<file path="config.mk">
export PLATFORM = sky130hd
export DESIGN_NAME = serial_word_receiver_flat
export DESIGN_NICKNAME = d
export VERILOG_FILES = /design/src/rtl/serial_word_receiver_if.sv /design/src/rtl/serial_word_receiver.sv /design/src/flat_wrapper.sv
export SDC_FILE = /design/constraint.sdc
export NUM_CORES = 1
export LEC_CHECK = 0
export ABC_AREA = 1
export ABC_CLOCK_PERIOD_IN_PS = 2500
export CAP_MARGIN = 20
export CELL_PAD_IN_SITES_DETAIL_PLACEMENT = 0
export CELL_PAD_IN_SITES_GLOBAL_PLACEMENT = 1
export CORE_UTILIZATION = 40
export CTS_BUF_LIST = sky130_fd_sc_hd__clkbuf_4 sky130_fd_sc_hd__clkbuf_8
export DETAILED_ROUTE_END_ITERATION = 8
export PLACE_DENSITY = 0.88
export SYNTH_ARGS = -nofsm -noshare
export SYNTH_HDL_FRONTEND = slang
export SYNTH_SLANG_ARGS = --single-unit
</file>
<file path="constraint.sdc">
create_clock -name clk -period 2.5 [get_ports clk]
set_input_delay 0.25 -clock clk [delete_from_list [all_inputs] [get_ports clk]]
set_output_delay 0.25 -clock clk [all_outputs]
set_load 0.01 [all_outputs]
</file>
<file path="src/rtl/serial_word_receiver_if.sv">
// Handshake/bus bundle for serial_word_receiver.
//   enb      : bit strobe; s_in and dir are sampled only when high
//   s_in     : serial line, idles high
//   dir      : bit order of the frame, captured with the start bit
//   q_ready  : consumer accepts q when q_valid & q_ready
//   q        : last completed word
//   q_valid  : q holds an unconsumed word
//   busy     : frame in progress
//   err      : one-cycle framing-error pulse
//   overrun  : one-cycle pulse when a completed word is dropped
// master = stimulus/consumer side, slave = receiver side.
interface serial_word_receiver_if #(
    parameter int unsigned WIDTH = 4
);
    logic             enb;
    logic             s_in;
    logic             dir;
    logic             q_ready;
    logic [WIDTH-1:0] q;
    logic             q_valid;
    logic             busy;
    logic             err;
    logic             overrun;

    modport master (
        output enb, s_in, dir, q_ready,
        input  q, q_valid, busy, err, overrun
    );

    modport slave (
        input  enb, s_in, dir, q_ready,
        output q, q_valid, busy, err, overrun
    );
endinterface

</file>
<file path="src/rtl/serial_word_receiver.sv">
// Serial-to-parallel receiver. Frames are: start bit (0), WIDTH data bits, stop bit (1),
// sampled on enb strobes. Completed words are offered on q with a valid/ready handshake.
// Ports:
//   clk   : clock, all state changes on the rising edge
//   reset : synchronous active-high reset, highest priority
//   bus   : serial_word_receiver_if slave modport (see interface header)
module serial_word_receiver #(
    parameter int unsigned WIDTH = 4
) (
    input  logic                  clk,
    input  logic                  reset,
    serial_word_receiver_if.slave bus
);
    localparam int unsigned CntW = (WIDTH > 1) ? $clog2(WIDTH) : 1;

    typedef enum logic [1:0] {StIdle, StData, StStop, StResync} state_e;

    state_e           state_q;
    logic [CntW-1:0]  cnt_q;
    logic [WIDTH-1:0] shreg_q;
    logic             dir_q;
    logic [WIDTH-1:0] q_q;
    logic             q_valid_q;
    logic             busy_q;
    logic             err_q;
    logic             overrun_q;

    always_ff @(posedge clk) begin
        if (reset) begin
            state_q   <= StIdle;
            cnt_q     <= '0;
            shreg_q   <= '0;
            dir_q     <= 1'b0;
            q_q       <= '0;
            q_valid_q <= 1'b0;
            busy_q    <= 1'b0;
            err_q     <= 1'b0;
            overrun_q <= 1'b0;
        end else begin
            err_q     <= 1'b0;
            overrun_q <= 1'b0;

            // Consume runs independently of enb; a completion below may override it (refill).
            if (q_valid_q && bus.q_ready) begin
                q_valid_q <= 1'b0;
            end

            if (bus.enb) begin
                unique case (state_q)
                    StIdle: begin
                        if (!bus.s_in) begin
                            state_q <= StData;
                            dir_q   <= bus.dir;
                            cnt_q   <= '0;
                            busy_q  <= 1'b1;
                        end
                    end
                    StData: begin
                        // LSB-first shifts right so the first bit lands in bit 0 after WIDTH
                        // shifts; MSB-first shifts left so it lands in bit WIDTH-1.
                        if (dir_q) begin
                            shreg_q <= {shreg_q[WIDTH-2:0], bus.s_in};
                        end else begin
                            shreg_q <= {bus.s_in, shreg_q[WIDTH-1:1]};
                        end
                        if (cnt_q == CntW'(WIDTH - 1)) begin
                            state_q <= StStop;
                        end else begin
                            cnt_q <= cnt_q + CntW'(1);
                        end
                    end
                    StStop: begin
                        if (bus.s_in) begin
                            state_q <= StIdle;
                            busy_q  <= 1'b0;
                            if (!q_valid_q || bus.q_ready) begin
                                q_q       <= shreg_q;
                                q_valid_q <= 1'b1;
                            end else begin
                                overrun_q <= 1'b1;
                            end
                        end else begin
                            err_q   <= 1'b1;
                            state_q <= StResync;
                        end
                    end
                    StResync: begin
                        // Wait for the line to return high so a stuck-low line is not a start.
                        if (bus.s_in) begin
                            state_q <= StIdle;
                            busy_q  <= 1'b0;
                        end
                    end
                    default: state_q <= StIdle;
                endcase
            end
        end
    end

    assign bus.q       = q_q;
    assign bus.q_valid = q_valid_q;
    assign bus.busy    = busy_q;
    assign bus.err     = err_q;
    assign bus.overrun = overrun_q;
endmodule

</file>
<file path="src/flat_wrapper.sv">
// flat-port wrapper written by rule: the top's interface ports become plain ports
module serial_word_receiver_flat 
#(
    parameter int unsigned WIDTH = 4
)
  (clk, reset, bus_enb, bus_s_in, bus_dir, bus_q_ready, bus_q, bus_q_valid, bus_busy, bus_err, bus_overrun);
  serial_word_receiver_if #(.WIDTH(WIDTH)) bus_i ();
  input  logic clk;
  input  logic reset;
  input wire logic [$bits(bus_i.enb)-1:0] bus_enb;
  input wire logic [$bits(bus_i.s_in)-1:0] bus_s_in;
  input wire logic [$bits(bus_i.dir)-1:0] bus_dir;
  input wire logic [$bits(bus_i.q_ready)-1:0] bus_q_ready;
  output wire logic [$bits(bus_i.q)-1:0] bus_q;
  output wire logic [$bits(bus_i.q_valid)-1:0] bus_q_valid;
  output wire logic [$bits(bus_i.busy)-1:0] bus_busy;
  output wire logic [$bits(bus_i.err)-1:0] bus_err;
  output wire logic [$bits(bus_i.overrun)-1:0] bus_overrun;
  assign bus_i.enb = bus_enb;
  assign bus_i.s_in = bus_s_in;
  assign bus_i.dir = bus_dir;
  assign bus_i.q_ready = bus_q_ready;
  assign bus_q = bus_i.q;
  assign bus_q_valid = bus_i.q_valid;
  assign bus_busy = bus_i.busy;
  assign bus_err = bus_i.err;
  assign bus_overrun = bus_i.overrun;
  serial_word_receiver #(.WIDTH(WIDTH)) u_core (.clk(clk), .reset(reset), .bus(bus_i));
endmodule
</file>
==> results of run 1 <==
==> worst min path at each step <==
stage | from | endpoint | depth (start not counted)
2_1_floorplan | bus_enb | u_core.bus.err | 2
4_1_cts | u_core.bus.busy | u_core.bus.busy | 2
3_3_place_gp | u_core.bus.busy | u_core.bus.busy | 2
6_report | u_core.bus.busy | u_core.bus.busy | 2
3_5_place_dp | u_core.bus.busy | u_core.bus.busy | 2
5_1_grt | u_core.bus.busy | u_core.bus.busy | 2
==> final cells by class <==
type	instances	area share (%)
well taps	25	3.35
multi-input cells	75	37.7
clock inverters	1	0.536
clock buffers	3	2.41
flip-flops and latches	17	36.5
repair buffers	13	13.9
inverters	14	5.63
==> report_power, final <==
group	leakage, nW	switching (mW)	total [mW]	internal (mW)
Sequential	0.138	0.0186	0.305	0.286
Clock	0.0177	0.0893	0.149	0.0594
Combinational	0.204	0.0545	0.0913	0.0368
==> layout by cell type, fill, tap and decap left out <==
master / instances
o21ai_1: 4
clkinv_2: 1
nor2_1: 7
nand2_1: 26
o21ai_0: 7
clkbuf_4: 3
inv_1: 13
ha_1: 1
dfxtp_1: 17
nand2_2: 3
a21oi_1: 14
nand3_1: 9
inv_2: 1
nor3_1: 3
clkdlybuf4s50_1: 13
nor2_4: 1
==> through the flow <==
step / total power, mW / std cells
after global routing: 0.582 / 148
after CTS: 0.551 / 148
after global placement: 0.401 / 144
after detailed placement: 0.403 / 144
after floorplan: 0.375 / 109
final: 0.545 / 148
==> registers in the layout, indices dropped and copies added, names as in the netlist, 2 cells and up <==
| name | cells |
|---|---|
| u_core.state_q | 2 |
| u_core.cnt_q | 2 |
| u_core.bus.q | 4 |
| u_core.shreg_q | 4 |
==> per-layer routing <==
layer,GRT usage (%),vias to the layer above,routed length [µm]
met3,3.57,2,28
met5,0,-,0
met4,10.9,0,21
li1,-,380,-
met2,24.0,3,709
met1,24.3,308,771
==> cell families after synthesis <==
logic type | synth area share [%]
compound gates | 16.5
fa+ha+maj | 1.65
buf+inv | 8.90
flops | 44.8
simple gates | 28.2
==> synthesized netlist by cell type <==
master    number
dfxtp_1       17
a21oi_1       14
inv_2          1
o21ai_1        4
nor3_1         3
nand2_1       26
buf_4          1
o21ai_0        7
nand3_1        9
nor2_4         1
inv_1         13
nand2_2        3
clkbuf_1       2
nor2_1         7
ha_1           1
==> worst min-delay path, delay by kind of cell (launching register included) <==
family	cells	cell delay, ns
AOI/OAI and AO/OA	1	0.05
and+or+nand+nor	1	0.06
DFF	1	0.32
==> impl_metrics.env, run 1 <==
export IMPL_rr_startpoint="u_core.state_q[1]"
export IMPL_relSlewSlack_pct=73.1
export IMPL_clk_pin_slew_ns=0.10
export IMPL_status="finished clean"
export IMPL_postCtsSetupBuffers=0
export IMPL_drtIter0Drc=12
export IMPL_cts_sinks=17
export IMPL_wl_mm=1.53
export IMPL_yosysSeqAreaShare_pct=44.8
export IMPL_regArea_um2=340
export IMPL_row_count=15
export IMPL_root_buffer="clkbuf_4"
export IMPL_ios=14
export IMPL_startpoint="u_core.bus.q[1]"
export IMPL_gp_congestion=0.769
export IMPL_path_buf_inv=1
export IMPL_crit_path_start_kind="flip-flop"
export IMPL_r2r_end="u_core.shreg_q[1]"
export IMPL_synth_area_leaders="dfxtp_1, nand2_1, a21oi_1"
export IMPL_maxSlewViolCount=0
export IMPL_worstSetupPathDepth=1
export IMPL_power_density_nw_per_um2=584
export IMPL_fin_crit_sh_pct=56.9
export IMPL_cts_tree="done"
export IMPL_cp_top_family="buffers and inverters"
export IMPL_io_buffers=13
export IMPL_finalSetupViolations=0
export IMPL_r2r_slack_ns=1.33
export IMPL_ys_ff_latch=17
export IMPL_fillers=179
export IMPL_route_antenna_remaining_nets=0
export IMPL_grt_max_degree=12
export IMPL_cp_max_fo=2
export IMPL_synth_top_cell_area_share_pct=44.8
export IMPL_hold_violations=0
export IMPL_drc=0
export IMPL_dp_slack_ns=0.948
export IMPL_grt_overflow_total=0
export IMPL_synth_fp_nets=116
export IMPL_design_die_area_um2=2080
export IMPL_setup_ws_ns=1.08
export IMPL_crit_slowest_cell="clkdlybuf4s50_1"
export IMPL_worst_ep_arrival_time_ns=1.17
export IMPL_hpwl_mm=1.17
export IMPL_antenna_found_initial=0
export IMPL_place_area_um2=906
export IMPL_vias_per_cell=4.68
export IMPL_holdWs_ns=0.466
export IMPL_utilization_pct=53.5
export IMPL_tns_ns=0
export IMPL_fin_skew_ns=0.00279
export IMPL_antennaDiodeCount=0
export IMPL_min_period_ns=1.42
export IMPL_design_area_um2=933
export IMPL_core_um2=1750
export IMPL_grt_pass1_vias=582
export IMPL_numCtsBuffers=3
export IMPL_syn_area_um2=759
export IMPL_dr_total_vias=693
export IMPL_worstPathRequired_ns=2.25
export IMPL_rsz0062_at_grt="false"
export IMPL_synthCells=109
export IMPL_detail_route_first_pass_iterations=4
export IMPL_synth_area_per_cell_um2=6.97
export IMPL_p_leak_nw=0.360
export IMPL_clock_fmax_mhz=703
export IMPL_grt_usage_pct=17.4
export IMPL_path_cells="clkdlybuf4s50_1"
export IMPL_grt_pass1_wl_mm=2.55
export IMPL_multiInputGateArea_um2=352
export IMPL_cp_endpoint="bus_q[1]"
export IMPL_hold_path_class="flip-flop to flip-flop"
export IMPL_start_util_pct=43.5
export IMPL_tightestPinTransition_ns=0.402
export IMPL_nets=131
export IMPL_htreeDepth=1
export IMPL_r2r_cells=6
export IMPL_insertion_delay_ns=0.29
export IMPL_cap_violations=0
export IMPL_fp_dieH_um=45.6
export IMPL_cts_buffer_depth=2
export IMPL_ir_worst_vdd_mv=0.360
export IMPL_synth_largest_area_cell="dfxtp_1"
export IMPL_area_delta_synth_final_pct=22.9
export IMPL_die_x_um=45.6
export IMPL_cts_hold_fix_buffers=0
export IMPL_end_kind="output pin"
export IMPL_ys_warn_count=0
export IMPL_slowest_delay_ns=0.54
export IMPL_yosysUniqueCellTypes=15
export IMPL_routedWlPerCell_um=10.3
export IMPL_criticalPathCategory="flip-flop to output pin"
export IMPL_cts_resized=0
export IMPL_drive_gt1_share_pct=7.32
Power figures use the tool's default switching activity.
==> run 2: changes to the inputs <==
Settings changed: ABC_CLOCK_PERIOD_IN_PS 2500 to 1200, CORE_UTILIZATION 40 to 33, PLACE_DENSITY 0.88 to 0.78.
Clock period 2.5 ns to 1.2 ns, I/O delays scaled along.
==> impl_metrics.env, run 2 (synthesis results as in run 1) <==
export IMPL_cts_hold_fix_buffers=0
export IMPL_ir_worst_vdd_mv=0.714
export IMPL_fin_crit_sh_pct=89.2
export IMPL_final_common_cell="nand2_1"
export IMPL_r2r_end="u_core.cnt_q[1]"
export IMPL_die_x_um=50.0
export IMPL_crit_slowest_cell="dfxtp_1"
export IMPL_vias_per_cell=4.57
export IMPL_p_int_mw=0.835
export IMPL_nets=137
export IMPL_worstPathRequired_ns=1.43
export IMPL_rsz0062_at_grt="false"
export IMPL_row_count=17
export IMPL_htreeDepth=1
export IMPL_crit_path_start_kind="flip-flop"
export IMPL_finalSetupViolations=0
export IMPL_tns_ns=0
export IMPL_antennaDiodeCount=0
export IMPL_p_sw_mw=0.327
export IMPL_rr_startpoint="u_core.cnt_q[0]"
export IMPL_worst_ep_arrival_time_ns=1.30
export IMPL_wl_mm=1.54
export IMPL_grt_overflow_total=0
export IMPL_core_um2=2190
export IMPL_cts_buffer_depth=2
export IMPL_design_die_area_um2=2500
export IMPL_routedWlPerCell_um=9.83
export IMPL_design_area_um2=981
export IMPL_root_buffer="clkbuf_4"
export IMPL_fp_dieH_um=50.0
export IMPL_tightestPinTransition_ns=0.237
export IMPL_utilization_pct=44.8
export IMPL_r2r_cells=6
export IMPL_path_cells="ha_1 -> a21oi_2 -> nand2_1 -> nand2_1 -> inv_1 -> nor2_1"
export IMPL_pwr_share_seq_pct=54.9
export IMPL_final_cell_mix="nand2_1, dfxtp_1, inv_1, a21oi_1, nand3_1"
export IMPL_r2r_slack_ns=0.13
export IMPL_detail_route_first_pass_iterations=4
export IMPL_cts_sinks=17
export IMPL_criticalPathCategory="flip-flop to flip-flop"
export IMPL_status="finished clean"
export IMPL_maxSlewViolCount=0
export IMPL_hpwl_mm=1.19
export IMPL_numCtsBuffers=3
export IMPL_place_area_um2=955
export IMPL_clk_pin_slew_ns=0.10
export IMPL_drive_gt1_share_pct=14.0
export IMPL_startpoint="u_core.cnt_q[0]"
export IMPL_fin_skew_ns=0.00324
export IMPL_crit_top_cell="nand2_1"
export IMPL_grt_usage_pct=13.5
export IMPL_cp_endpoint="u_core.cnt_q[1]"
export IMPL_antenna_found_initial=0
export IMPL_cap_violations=0
export IMPL_io_buffers=13
export IMPL_total_power_mw=1.16
export IMPL_ios=14
export IMPL_min_period_ns=1.07
export IMPL_dp_cells=153
export IMPL_p_sw_share_pct=28.1
export IMPL_route_antenna_remaining_nets=0
export IMPL_grt_max_degree=11
export IMPL_final_cell_count_no_fill=157
export IMPL_clkPwrFrac_pct=27.7
export IMPL_cp_max_fo=3
export IMPL_area_delta_synth_final_pct=29.2
export IMPL_grt_pass1_wl_mm=2.62
export IMPL_power_density_nw_per_um2=1180
export IMPL_gp_congestion=0.799
export IMPL_setup_ws_ns=0.129
export IMPL_insertion_delay_ns=0.28
export IMPL_p_leak_nw=0.427
export IMPL_end_kind="flip-flop"
export IMPL_dr_total_vias=717
export IMPL_relSlewSlack_pct=84.1
export IMPL_drtIter0Drc=13
export IMPL_slowest_delay_ns=0.34
export IMPL_dp_slack_ns=-0.123
export IMPL_holdWs_ns=0.463
export IMPL_p_comb_share_pct=17.4
export IMPL_drc=0
export IMPL_start_util_pct=34.7
export IMPL_grt_pass1_vias=679
export IMPL_clock_fmax_mhz=934
export IMPL_cts_tree="done"
export IMPL_hold_violations=0
export IMPL_hold_path_class="flip-flop to flip-flop"
run 2: power groups by stage:
stage	logic, mW	clock network, mW	registers [mW]
3_3_place_gp	0.203	0	0.646
3_5_place_dp	0.205	0	0.647
2_1_floorplan	0.151	0	0.630
5_1_grt	0.232	0.366	0.643
4_1_cts	0.203	0.343	0.633
6_report	0.202	0.322	0.638
run 2: worst min path at each step:
stage               slack [ns]               to  depth (start not counted)       startpoint
detailed placement        0.46  u_core.bus.busy                          2  u_core.bus.busy
floorplan                 0.27   u_core.bus.err                          2          bus_enb
global placement          0.45  u_core.bus.q[1]                          2  u_core.bus.q[1]
global route              0.49  u_core.bus.busy                          2  u_core.bus.busy
finish                    0.46  u_core.bus.busy                          2  u_core.bus.busy
CTS                       0.47     u_core.dir_q                          3          bus_dir
run 2: final cells by class:
cell class / count / area (µm²)
clock buffers: 4 / 30.0
fillers: 253 / 1210
inverters: 14 / 52.6
multi-input cells: 75 / 355
flip-flops and latches: 17 / 343
well taps: 28 / 35.0
repair buffers: 19 / 165
run 2: worst max-delay path, delay by kind of cell, from the launching register on:
kind	cells	cell delay [ns]
buffers and inverters	1	0.03
flip-flops	1	0.34
AND/OR/NAND/NOR	3	0.23
adder cells (fa/ha/maj)	1	0.23
AO/OA/AOI/OAI	1	0.18
run 2: repair_timing:
action / in CTS / in global routing
gates cloned: 0 / 0
buffers inserted: 0 / 0
hold endpoints to repair: 0 / 0
gates resized for setup: 8 / 3
endpoints found under the setup margin: 8 / 14
run 2: layer usage:
layer	wire (µm)	up-vias	global-route usage [%]
li1	-	391	-
met1	716	314	15.4
met2	771	12	24.8
met3	54	0	1.85
met4	0	0	5.71
met5	0	-	0
==> run 3: changes to the inputs <==
Settings changed: SLEW_MARGIN from default to 20.
==> results of run 3 <==
No change in the layout: final DEF, timing and power equal those of run 2.
